**config.mk**
```make
export PLATFORM = sky130hd
export DESIGN_NAME = router_fsm
export DESIGN_NICKNAME = d
export VERILOG_FILES = /design/src/rtl/router_fsm.sv
export SDC_FILE = /design/constraint.sdc
export NUM_CORES = 1
export LEC_CHECK = 0
export BUFFER_PORTS_ARGS = -buffer_cell sky130_fd_sc_hd__buf_2
export CORE_AREA = 2 2 39 41
export CTS_BUF_LIST = sky130_fd_sc_hd__clkbuf_8 sky130_fd_sc_hd__clkbuf_16
export CTS_CLUSTER_DIAMETER = 60
export DETAILED_ROUTE_END_ITERATION = 7
export DIE_AREA = 0 0 41 43
export PLACE_DENSITY_LB_ADDON = 0.2
export SETUP_SLACK_MARGIN = 0.2
export SYNTH_ARGS = -nofsm -noshare
export SYNTH_HDL_FRONTEND = slang
export SYNTH_SLANG_ARGS = --single-unit
```
**constraint.sdc**
```tcl
create_clock -name clock -period 2.9 [get_ports clock]
set_input_delay 0.29 -clock clock [delete_from_list [all_inputs] [get_ports clock]]
set_output_delay 0.29 -clock clock [all_outputs]
set_load 0.05 [all_outputs]
```
**src/rtl/router_fsm.sv**
```systemverilog
// router_fsm
// Write-side control FSM for a three-port packet router. It decodes the
// header address, waits for the addressed output FIFO to drain, sequences
// the header, payload and parity writes, and stalls while that FIFO is full.
// Each state drives its own strobe.
//
// Ports
//   clock          rising-edge clock for all state
//   resetn         synchronous, active-low reset
//   pkt_valid      header/payload byte valid; drops with the parity byte
//   data_in[1:0]   destination address taken from the header byte
//   fifo_full      full flag of the currently addressed FIFO
//   fifo_empty_0/1/2   empty flags of output FIFOs 0..2
//   soft_reset_0/1/2   per-port read-timeout resets
//   parity_done    parity byte has been written by the register block
//   low_pkt_valid  pkt_valid fell while the FIFO was full
//   detect_add     header decode strobe (state DA)
//   lfd_state      header write cycle (state LFD)
//   ld_state       payload load cycle (state LD)
//   laf_state      load-after-full cycle (state LAF)
//   full_state     FIFO-full stall (state FFS)
//   write_enb_reg  FIFO write-enable request (LD, LP, LAF)
//   rst_int_reg    parity-check strobe (state CPE)
//   busy           back-pressure to the source
module router_fsm (
   input  logic       clock,
   input  logic       resetn,
   input  logic       pkt_valid,
   input  logic [1:0] data_in,
   input  logic       fifo_full,
   input  logic       fifo_empty_0,
   input  logic       fifo_empty_1,
   input  logic       fifo_empty_2,
   input  logic       soft_reset_0,
   input  logic       soft_reset_1,
   input  logic       soft_reset_2,
   input  logic       parity_done,
   input  logic       low_pkt_valid,
   output logic       detect_add,
   output logic       lfd_state,
   output logic       ld_state,
   output logic       laf_state,
   output logic       full_state,
   output logic       write_enb_reg,
   output logic       rst_int_reg,
   output logic       busy
);

   typedef enum logic [2:0] {
      DA  = 3'd0,
      LFD = 3'd1,
      LD  = 3'd2,
      LP  = 3'd3,
      CPE = 3'd4,
      FFS = 3'd5,
      LAF = 3'd6,
      WTE = 3'd7
   } state_t;

   state_t     state;
   state_t     state_next;
   logic [1:0] addr;
   logic       empty_latched;
   logic       empty_header;
   logic       soft_latched;

   // State and address register. The address is captured on every DA cycle
   // with pkt_valid high, so later states see the port of the current packet.
   always_ff @(posedge clock) begin
      if (!resetn) begin
         state <= DA;
         addr  <= 2'd0;
      end else begin
         state <= state_next;
         if (state == DA && pkt_valid)
            addr <= data_in;
      end
   end

   // Empty flag and soft reset of the latched port. Address 3 selects
   // nothing, so it can never be treated as empty or soft-reset.
   always_comb begin
      empty_latched = 1'b0;
      soft_latched  = 1'b0;
      case (addr)
         2'd0: begin empty_latched = fifo_empty_0; soft_latched = soft_reset_0; end
         2'd1: begin empty_latched = fifo_empty_1; soft_latched = soft_reset_1; end
         2'd2: begin empty_latched = fifo_empty_2; soft_latched = soft_reset_2; end
         default: begin empty_latched = 1'b0; soft_latched = 1'b0; end
      endcase
   end

   // In DA the address has not been registered yet, so the empty flag is
   // selected straight from the header byte.
   always_comb begin
      empty_header = 1'b0;
      case (data_in)
         2'd0: empty_header = fifo_empty_0;
         2'd1: empty_header = fifo_empty_1;
         2'd2: empty_header = fifo_empty_2;
         default: empty_header = 1'b0;
      endcase
   end

   // Next-state logic. A soft reset of the latched port overrides every
   // transition out of a non-DA state.
   always_comb begin
      state_next = state;
      if (state != DA && soft_latched) begin
         state_next = DA;
      end else begin
         case (state)
            DA: begin
               if (pkt_valid && data_in != 2'd3)
                  state_next = empty_header ? LFD : WTE;
            end
            WTE: if (empty_latched) state_next = LFD;
            LFD: state_next = LD;
            LD: begin
               if (fifo_full)
                  state_next = FFS;
               else if (!pkt_valid)
                  state_next = LP;
            end
            FFS: if (!fifo_full) state_next = LAF;
            LAF: begin
               if (parity_done)
                  state_next = DA;
               else if (low_pkt_valid)
                  state_next = LP;
               else
                  state_next = LD;
            end
            LP:  state_next = CPE;
            CPE: state_next = fifo_full ? FFS : DA;
            default: state_next = DA;
         endcase
      end
   end

   // Moore outputs decoded from the current state only.
   always_comb begin
      detect_add    = (state == DA);
      lfd_state     = (state == LFD);
      ld_state      = (state == LD);
      laf_state     = (state == LAF);
      full_state    = (state == FFS);
      rst_int_reg   = (state == CPE);
      write_enb_reg = (state == LD) || (state == LP) || (state == LAF);
      busy          = (state == LFD) || (state == LP) || (state == FFS) ||
                      (state == LAF) || (state == WTE) || (state == CPE);
   end

endmodule

```
==> impl_results.md, run 1 <==
- TritonRoute pass-1 iters: 4
- Max-Cap Viols: 0
- Worst Max-Slew Pin Slew: 430 ps
- Crit Path Class: reg -> out
- Post-CTS Resized: 0
- Worst hold-check path type: in -> reg
- Avg WL per Cell: 10.2 um
- Area growth from synthesis to layout: 36.4%
- Number of core rows: 14
- Setup TNS: 0 ps
- Total congestion overflow: 0
- Hpwl dp: 812 um
- Clk_skew: 0.744 ps
- Sequential Power Share: 0.209
- PortBufs: 21
- Cell Area, Placed: 559 um^2
- Die Height: 43 um
- Final Cycle Share: 0.606
- CTS tree: built
- CP Max Fanout: 13
- Vias in the first global route: 414
- Die area: 1760 um^2
- Setup violators final: 0
- DRT antenna net count: 0
- Pint: 0.340 mW
- Outcome: finished, final reports clean
- Vias: 495
- Gate power share: 0.628
- Unique cell type count in the Yosys netlist: 28
- Synth area leaders: dfxtp_1, mux2i_1, nor2_1
- H-Tree Depth: 1
- Syn Nets: 75
- Synth Flop Type: dfxtp_1
- Number of fillers in the final layout: 151
- Setup crit start kind: register
- Nets: 99
- Syn_area_per_cell: 7.26 um^2
- RSZ-0062 raised after global routing: false
- Combined flip-flop and latch cell area: 100 um^2
- Post-CTS Setup Bufs: 0
- #FFs+latches synth: 5
- Drt initial violations: 7
- VDD IR-drop max: 0.561 mV
- Synth Cell Area: 443 um^2
- Clock root buffer: clkbuf_8
- First-pass GRT wire length: 1.60 mm
- Post-route cell area: 604 um^2
- Num CTS Buffers: 3
- Util after Layout: 0.437
- Cell count after synthesis: 61
- Die width: 41 um
- Final Wtd Congestion: 0.708
- Fraction of layout cells with a size suffix above 1: 0.345
- Antenna violations before repair: 0
- I/O pin total: 22
- Pwr Density: 1240 nW/um^2
- CTS max path bufs: 2
- Worst Path Required: 2610 ps
- WL final: 1.02 mm
- # clock sinks: 5
- Antenna cells: 0
- Initial Util: 0.320
- Global Route Usage Sum: 0.135
- Min Tclk post-route: 1760 ps
- Slew Viols, Final: 0
- Worst skew pair latency: 220 ps
- Post-synth top area cell: dfxtp_1
- Max_slew headroom: 0.713
- Post-route DRC: 0
- Switching power: 0.407 mW
- Clk network pwr share: 0.163
- Core Area: 1380 um^2
- Post-synth EDFFs: 0
- Cts hold-fix bufs: 0
- Final hold vios: 0
- Async S/R FF share, synth: 0
- Synth warnings: 0
- Worst path arrival time: 1470 ps
- Synth top area share: 0.226
- Switching power share of the total: 0.544
- Largest net degree at the start of global routing: 15
- Setup crit end kind: primary output
- Sequential cell area fraction in the yosys report: 0.226
- Multi-input combinational cell area: 323 um^2
- Clock transition at path regs: 30 ps
- FMAX: 0.569 GHz
- Leak: 0.294 nW
- Via/cell ratio: 4.95
-- power by group through the flow --
stage / sequential (mW) / combinational, mW / clock [mW]
3_5_place_dp: 0.155 / 0.472 / 0
3_3_place_gp: 0.150 / 0.472 / 0
6_report: 0.156 / 0.469 / 0.122
2_1_floorplan: 0.120 / 0.416 / 0
4_1_cts: 0.154 / 0.473 / 0.126
5_1_grt: 0.164 / 0.503 / 0.129
-- layer usage --
| layer | up-vias | global-route usage | part of all wire |
|---|---|---|---|
| met5 | - | 0 | 0 |
| met1 | 218 | 0.183 | 0.50 |
| li1 | 267 | - | - |
| met4 | 0 | 0.100 | 0.012 |
| met3 | 2 | 0.0157 | 0.031 |
| met2 | 8 | 0.184 | 0.46 |
-- critical path, cell delays in order, from the launching register on --
cell,delay (ps)
dfxtp_1,410
or3_4,450
inv_1,120
buf_2,270
-- cell usage after synthesis (all sizes together) (2+ instances only) --
cell type and number:
o22ai 2, nand2b 4, o21ai 2, dfxtp 5
a21oi 5, nor2b 2, nand3b 2, inv 3
a211oi 2, mux2i 4, nand2 7, nor2 8
nand3 2
-- kinds of logic after synthesis --
group | share of synthesized area
simple gates | 0.364
compound gates | 0.249
mux | 0.116
flops | 0.226
buf+inv | 0.0452
-- final timing paths --
kind	from	to	slack, ps	cells past startpoint
setup / recovery	state[2]	detect_add	1140	3
hold / removal	data_in[0]	addr[0]	360	3
setup reg to reg	state[0]	state[0]	1500	4
hold reg to reg	addr[0]	addr[0]	500	2
-- per-stage QoR --
| stage | setup slack (ps) | power [mW] | instances | hold WS, ps |
|---|---|---|---|---|
| global route | 1070 | 0.797 | 100 | 366 |
| global placement | 1410 | 0.623 | 96 | 507 |
| floorplan | 993 | 0.536 | 61 | 438 |
| CTS | 1150 | 0.753 | 100 | 358 |
| detailed placement | 1380 | 0.627 | 96 | 501 |
| finish | 1140 | 0.747 | 100 | 363 |
-- placed cells by master, fill, tap and decap left out, drive strengths merged, types with 2 or more instances in the layout --
cell,count
a211oi,2
a21oi,5
buf,21
clkbuf,3
dfxtp,5
inv,4
mux2i,4
nand2,7
nand2b,4
nand3,2
nand3b,2
nor2,8
nor2b,2
o21ai,2
o22ai,2
-- layout make-up --
class	count	area share
Inverter	3	0.0186
Timing Repair Buffer	21	0.174
Clock inverter	1	0.00621
Clock buffer	3	0.0683
Tap cell	16	0.0331
Multi-Input combinational cell	51	0.534
Sequential cell	5	0.166
-- flip-flops by register name, summed over array words and instances (netlist names) --
| signal | flops |
|---|---|
| state | 3 |
| addr | 2 |
Note: power is estimated with default switching activity, not from simulation.
==> inputs of run 2 (changes only) <==
Settings changed: ABC_AREA from default to 1, CORE_AREA 2 2 39 41 to default, CORE_MARGIN from default to 2, CORE_UTILIZATION from default to 40, DIE_AREA 0 0 41 43 to default.
Clock period 2.9 ns to 1.48 ns, I/O delays scaled along.
==> impl_results.md, run 2 <==
- Outcome: finished, final reports clean
- Worst path arrival time: 1110 ps (-360 ps)
- Total congestion overflow: 0 (unchanged)
- Hpwl dp: 939 um (+16%)
- Antenna violations before repair: 0 (unchanged)
- Worst skew pair latency: 220 ps (about the same)
- Final Wtd Congestion: 0.766 (+8.3%)
- FMAX: 0.797 GHz
- Synth area leaders: dfxtp_1, nand3_1, nand2_1
- Setup crit start kind: register
- Antenna cells: 0 (unchanged)
- CP Max Fanout: 8 (-5)
- Crit Path Class: reg -> out
- Sequential cell area fraction in the yosys report: 0.192 (-0.0341)
- Min Tclk post-route: 1250 ps
- Num CTS Buffers: 3 (unchanged)
- Post-synth EDFFs: 0 (unchanged)
- Crit path largest cell delay: 370 ps (-80 ps)
- Pint: 0.757 mW (+120%)
- Critical Path, Cell by Cell: inv_1 > nand2_1 > nand2_1 > buf_4
- Pwr Density: 2420 nW/um^2 (+95%)
- Post-CTS Setup Bufs: 0 (unchanged)
- Synth warnings: 0 (unchanged)
- I/O pin total: 22 (unchanged)
- Clock transition at path regs: 40 ps (about the same)
- #FFs+latches synth: 5 (unchanged)
- Most frequent cells in the layout: nand3_1, nand2_1, buf_2, inv_1, nor2_1
- TritonRoute pass-1 iters: 4 (unchanged)
- Die area: 1610 um^2 (-8.7%)
- Syn_area_per_cell: 6.07 um^2 (-16%)
- Reg with most FFs: state
- Cell count after synthesis: 86 (+41%)
- Via/cell ratio: 4.87 (-1.6%)
- Synth Cell Area: 522 um^2 (+18%)
- CTS tree: built
- Post-synth top cells: nand2_1, nand3_1, inv_1, nor2_1, dfxtp_1
- Largest register FFs: 3 (unchanged)
- Worst Path Required: 1330 ps (-1280 ps)
- First-pass GRT wire length: 1.86 mm (+16%)
- Number of fillers in the final layout: 137 (-9.3%)
- Post-route DRC: 0 (unchanged)
- Gate power share: 0.669 (+0.041)
- H-Tree Depth: 1 (unchanged)
- Die width: 40.1 um (-2.2%)
- Hold_ws: 203 ps (-161 ps)
- Commonest non-fill, non-tap cell in the layout: nand3_1
- WL final: 1.14 mm (+11%)
- Switching power: 0.960 mW (+140%)
- Async S/R FF share, synth: 0 (unchanged)
- Clk_skew: 3.55 ps (+2.81 ps)
- Fraction of layout cells with a size suffix above 1: 0.394 (+0.0493)
- Sequential Power Share: 0.189 (-0.020)
- Switching power share of the total: 0.559 (+0.0148)
- Global Route Usage Sum: 0.164 (+0.0292)
- Avg WL per Cell: 9.15 um (-10%)
- Syn Nets: 100 (+33%)
- Setup violators final: 0 (unchanged)
- CTS max path bufs: 2 (unchanged)
- Multi-input combinational cell area: 349 um^2 (+8.1%)
- Setup TNS: 0 ps (unchanged)
- Synth Flop Type: dfxtp_1
- Max_slew headroom: 0.833 (+0.120)
- Nets: 124 (+25%)
- Slew Viols, Final: 0 (unchanged)
- Die Height: 40.1 um (-6.7%)
- Drt initial violations: 5 (-2)
- DRT antenna net count: 0 (unchanged)
- PortBufs: 21 (unchanged)
- # clock sinks: 5 (unchanged)
- Setup crit end kind: primary output
- Leak: 0.379 nW (+29%)
- Clock root buffer: clkbuf_8
- Vias: 604 (+22%)
- Core Area: 1250 um^2 (-9.5%)
- Unique cell type count in the Yosys netlist: 18 (-36%)
- Area growth from synthesis to layout: 36.2%
- Largest net degree at the start of global routing: 9 (-6)
- Combined flip-flop and latch cell area: 111 um^2 (+11%)
- Initial Util: 0.417 (+0.0965)
- Crit-path slowest cell: dfxtp_4
- Synth top area share: 0.192 (-0.0341)
- VDD IR-drop max: 1.01 mV (+80%)
- Number of buffer and inverter stages on the critical path: 2 (unchanged)
- Clk network pwr share: 0.142 (-0.021)
- Biggest regs: state: 3 flops, addr: 2 flops
- Worst Max-Slew Pin Slew: 253 ps (-177 ps)
- Critical path's top delay family: flip-flops
- Final hold vios: 0 (unchanged)
- Final Cycle Share: 0.848
- RSZ-0062 raised after global routing: true
- Number of core rows: 13 (-1)
- Worst hold-check path type: in -> reg
- Post-synth top area cell: dfxtp_1
- CP dominant cell by count: nand2_1
- Max-Cap Viols: 0 (unchanged)
- Vias in the first global route: 500 (+21%)
-- run 2: through the flow --
stage          setup slack, ps  cell area [um^2]  total power [mW]  cells  utilization
2_1_floorplan              226               542              1.27     86            -
5_1_grt                    180               711              1.85    124        0.567
3_3_place_gp               212               639              1.40    120        0.510
4_1_cts                    204               698              1.70    124        0.557
6_report                   225               711              1.72    124        0.567
3_5_place_dp               186               639              1.41    120        0.510
-- run 2: power groups by stage --
stage / Combinational, mW / Clock (mW) / Sequential [mW]
after floorplan: 1.06 / 0 / 0.211
after global placement: 1.10 / 0 / 0.306
after detailed placement: 1.11 / 0 / 0.305
after CTS: 1.13 / 0.249 / 0.317
after global routing: 1.25 / 0.261 / 0.339
final: 1.15 / 0.243 / 0.325
-- run 2: worst register-to-register path, delay by kind of cell, from the launching register on --
kind             cells  cell delay, ps
AO/OA/AOI/OAI        1              80
AND/OR/NAND/NOR      4             490
flip-flops           1             400
-- run 2: kinds of logic (layout without fill, tap and decap cells) --
| logic type | count (synthesis) | count (layout) | synth area share |
|---|---|---|---|
| and+or+nand+nor | 57 | 57 | 0.540 |
| buffers and inverters | 16 | 39 | 0.177 |
| AOI/OAI and AO/OA | 8 | 8 | 0.0911 |
| DFF | 5 | 5 | 0.192 |
-- run 2: repair_timing --
item / in CTS / in global routing
endpoints found under the setup margin: 11 / 7
hold buffers: 0 / 0
resized for setup: 7 / 6
-- run 2: worst paths after layout --
path	start	to	slack [ps]	cells after the start
setup / recovery	state[2]	write_enb_reg	230	4
hold / removal	resetn	addr[1]	200	3
setup reg to reg	state[2]	state[1]	380	5
hold reg to reg	addr[1]	addr[1]	580	2
-- run 2: routing by layer --
layer	routed length [um]	vias up	track usage
met3	65	0	0.0167
met1	503	264	0.194
met4	0	0	0.0259
met5	0	-	0
li1	-	320	-
met2	566	20	0.315
-- run 2: area by class of cell --
cell class,count,share of cell area
tap,15,0.0264
timing repair buffer,22,0.180
multi-input combinational,65,0.491
clock buffer,3,0.0581
clock inverter,1,0.00528
inverter,13,0.0827
sequential,5,0.157
==> inputs of run 3 (changes only) <==
Clock period 1.48 ns to 1 ns, I/O delays scaled along.
==> impl_results.md, run 3 (synthesized netlist as in run 2, its figures left out) <==
- Outcome: finished with violations
- Failing checks: setup timing
- Pwr Density: 3610 nW/um^2 (+49%)
- TritonRoute pass-1 iters: 2 (-2)
- Min Tclk post-route: 1180 ps
- Die Height: 40.1 um (unchanged)
- CTS max path bufs: 2 (unchanged)
- First-pass GRT wire length: 2.04 mm (+10%)
- Setup violators final: 13 (+13)
- R2R setup slack: -130 ps (-510 ps)
- Leak: 0.453 nW (+20%)
- Dpl ws: -149 ps (-335 ps)
- FMAX: 0.848 GHz
- PortBufs: 21 (unchanged)
- Number of buffer and inverter stages on the critical path: 3 (+1)
- CTS tree: built
- Max-Cap Viols: 0 (unchanged)
- Largest register FFs: 3 (unchanged)
- Clock transition at path regs: 30 ps (about the same)
- Biggest regs: state: 3 flops, addr: 2 flops
- Die width: 40.1 um (unchanged)
- Cts hold-fix bufs: 0 (unchanged)
- Setup crit start kind: register
- WL final: 1.40 mm (+24%)
- Worst Path Required: 900 ps (-430 ps)
- Most frequent cells in the layout: nand3_1, buf_2, nand2_1, inv_1, nand2_4
- Initial Util: 0.417 (unchanged)
- Max_slew headroom: 0.873 (+0.0398)
- Area growth from synthesis to layout: 85.9%
- Antenna violations before repair: 0 (unchanged)
- Die area: 1610 um^2 (unchanged)
- RSZ-0062 raised after global routing: true
- Final Cycle Share: 1.18
- Worst path arrival time: 1080 ps (-30 ps)
- CP Max Fanout: 6 (-2)
- CP dominant cell by count: buf_12
- Critical Path, Cell by Cell: buf_12 > nor2_8 > nand2_4 > clkinv_8 > buf_12
- Number of fillers in the final layout: 95 (-31%)
- Largest net degree at the start of global routing: 9 (unchanged)
- I/O pin total: 22 (unchanged)
- Crit-path slowest cell: dfxtp_2
- Slew Viols, Final: 0 (unchanged)
- Setup crit end kind: primary output
- Core Area: 1250 um^2 (unchanged)
- Fraction of layout cells with a size suffix above 1: 0.579 (+0.184)
- Hpwl dp: 984 um (+4.8%)
- Critical path's top delay family: buffers and inverters
- Crit path largest cell delay: 320 ps (-50 ps)
- Global Route Usage Sum: 0.190 (+0.0259)
- Antenna cells: 0 (unchanged)
- VDD IR-drop max: 2.24 mV (+120%)
- Clock root buffer: clkbuf_8
- Via/cell ratio: 4.95 (+1.7%)
- Final Wtd Congestion: 0.789 (+2.9%)
- Worst setup margin: -180 ps (-405 ps)
- DRT antenna net count: 0 (unchanged)
- Total congestion overflow: 0 (unchanged)
- Reg with most FFs: state
- H-Tree Depth: 1 (unchanged)
- Num CTS Buffers: 3 (unchanged)
- Nets: 129 (+4.0%)
- Worst skew pair latency: 220 ps (about the same)
- Worst Max-Slew Pin Slew: 190 ps (-62.1 ps)
- Vias in the first global route: 539 (+7.8%)
- Avg WL per Cell: 10.9 um (+19%)
- Worst hold-check path type: in -> reg
- Number of core rows: 13 (unchanged)
- # clock sinks: 5 (unchanged)
- Drt initial violations: 6 (+1)
- Vias: 639 (+5.8%)
- Hold_ws: 156 ps (-46.8 ps)
- Clk_skew: 0.253 ps (-3.30 ps)
- Post-route DRC: 0 (unchanged)
- Commonest non-fill, non-tap cell in the layout: nand3_1
- Crit Path Class: reg -> out
- Setup TNS: -1630 ps (-1630 ps)
- Final hold vios: 0 (unchanged)
run 3: repair_timing:
item / 4_1_cts / 5_1_grt
pin swaps: 4 / 7
resized for setup: 34 / 10
setup buffers: 1 / 1
endpoints found under the setup margin: 13 / 13
run 3: final cells by class:
class,instances,area (um^2),share of cell area
inverters,13,91.3,0.0942
well taps,15,18.8,0.0194
multi-input cells,65,439,0.453
repair buffers,27,269,0.277
flip-flops and latches,5,106,0.110
clock inverters,1,3.75,0.00387
clock buffers,3,41.3,0.0426
run 3: per-stage QoR:
step | cells | cell area, um^2 | utilization | power (mW)
5_1_grt | 129 | 970 | 0.774 | 3.69
3_3_place_gp | 123 | 753 | 0.601 | 2.48
2_1_floorplan | 86 | 612 | - | 2.13
3_5_place_dp | 123 | 753 | 0.601 | 2.49
6_report | 129 | 970 | 0.774 | 3.50
4_1_cts | 128 | 906 | 0.723 | 3.31
run 3: path summary, 6_finish.rpt:
check / from / end / cells after the start
max: state[0] / detect_add / 5
min: resetn / addr[0] / 3
max reg2reg: state[0] / state[1] / 6
min reg2reg: addr[0] / addr[0] / 2
run 3: worst min-delay path, stage by stage:
cell	delay [ps]
buf_2	130
o21ai_2	60
a21oi_1	40
run 3: report_power, final:
group / internal, mW / total [mW] / switching [mW]
sequential: 0.299 / 0.425 / 0.126
combinational: 1.14 / 2.72 / 1.58
clock: 0.263 / 0.355 / 0.0928
run 3: per-layer routing:
metal  vias to the layer above  GRT usage  wire (um)
li1                        335          -          -
met1                       280      0.232        562
met2                        22      0.310        754
met3                         2     0.0333         66
met4                         0      0.103         19
met5                         -          0          0
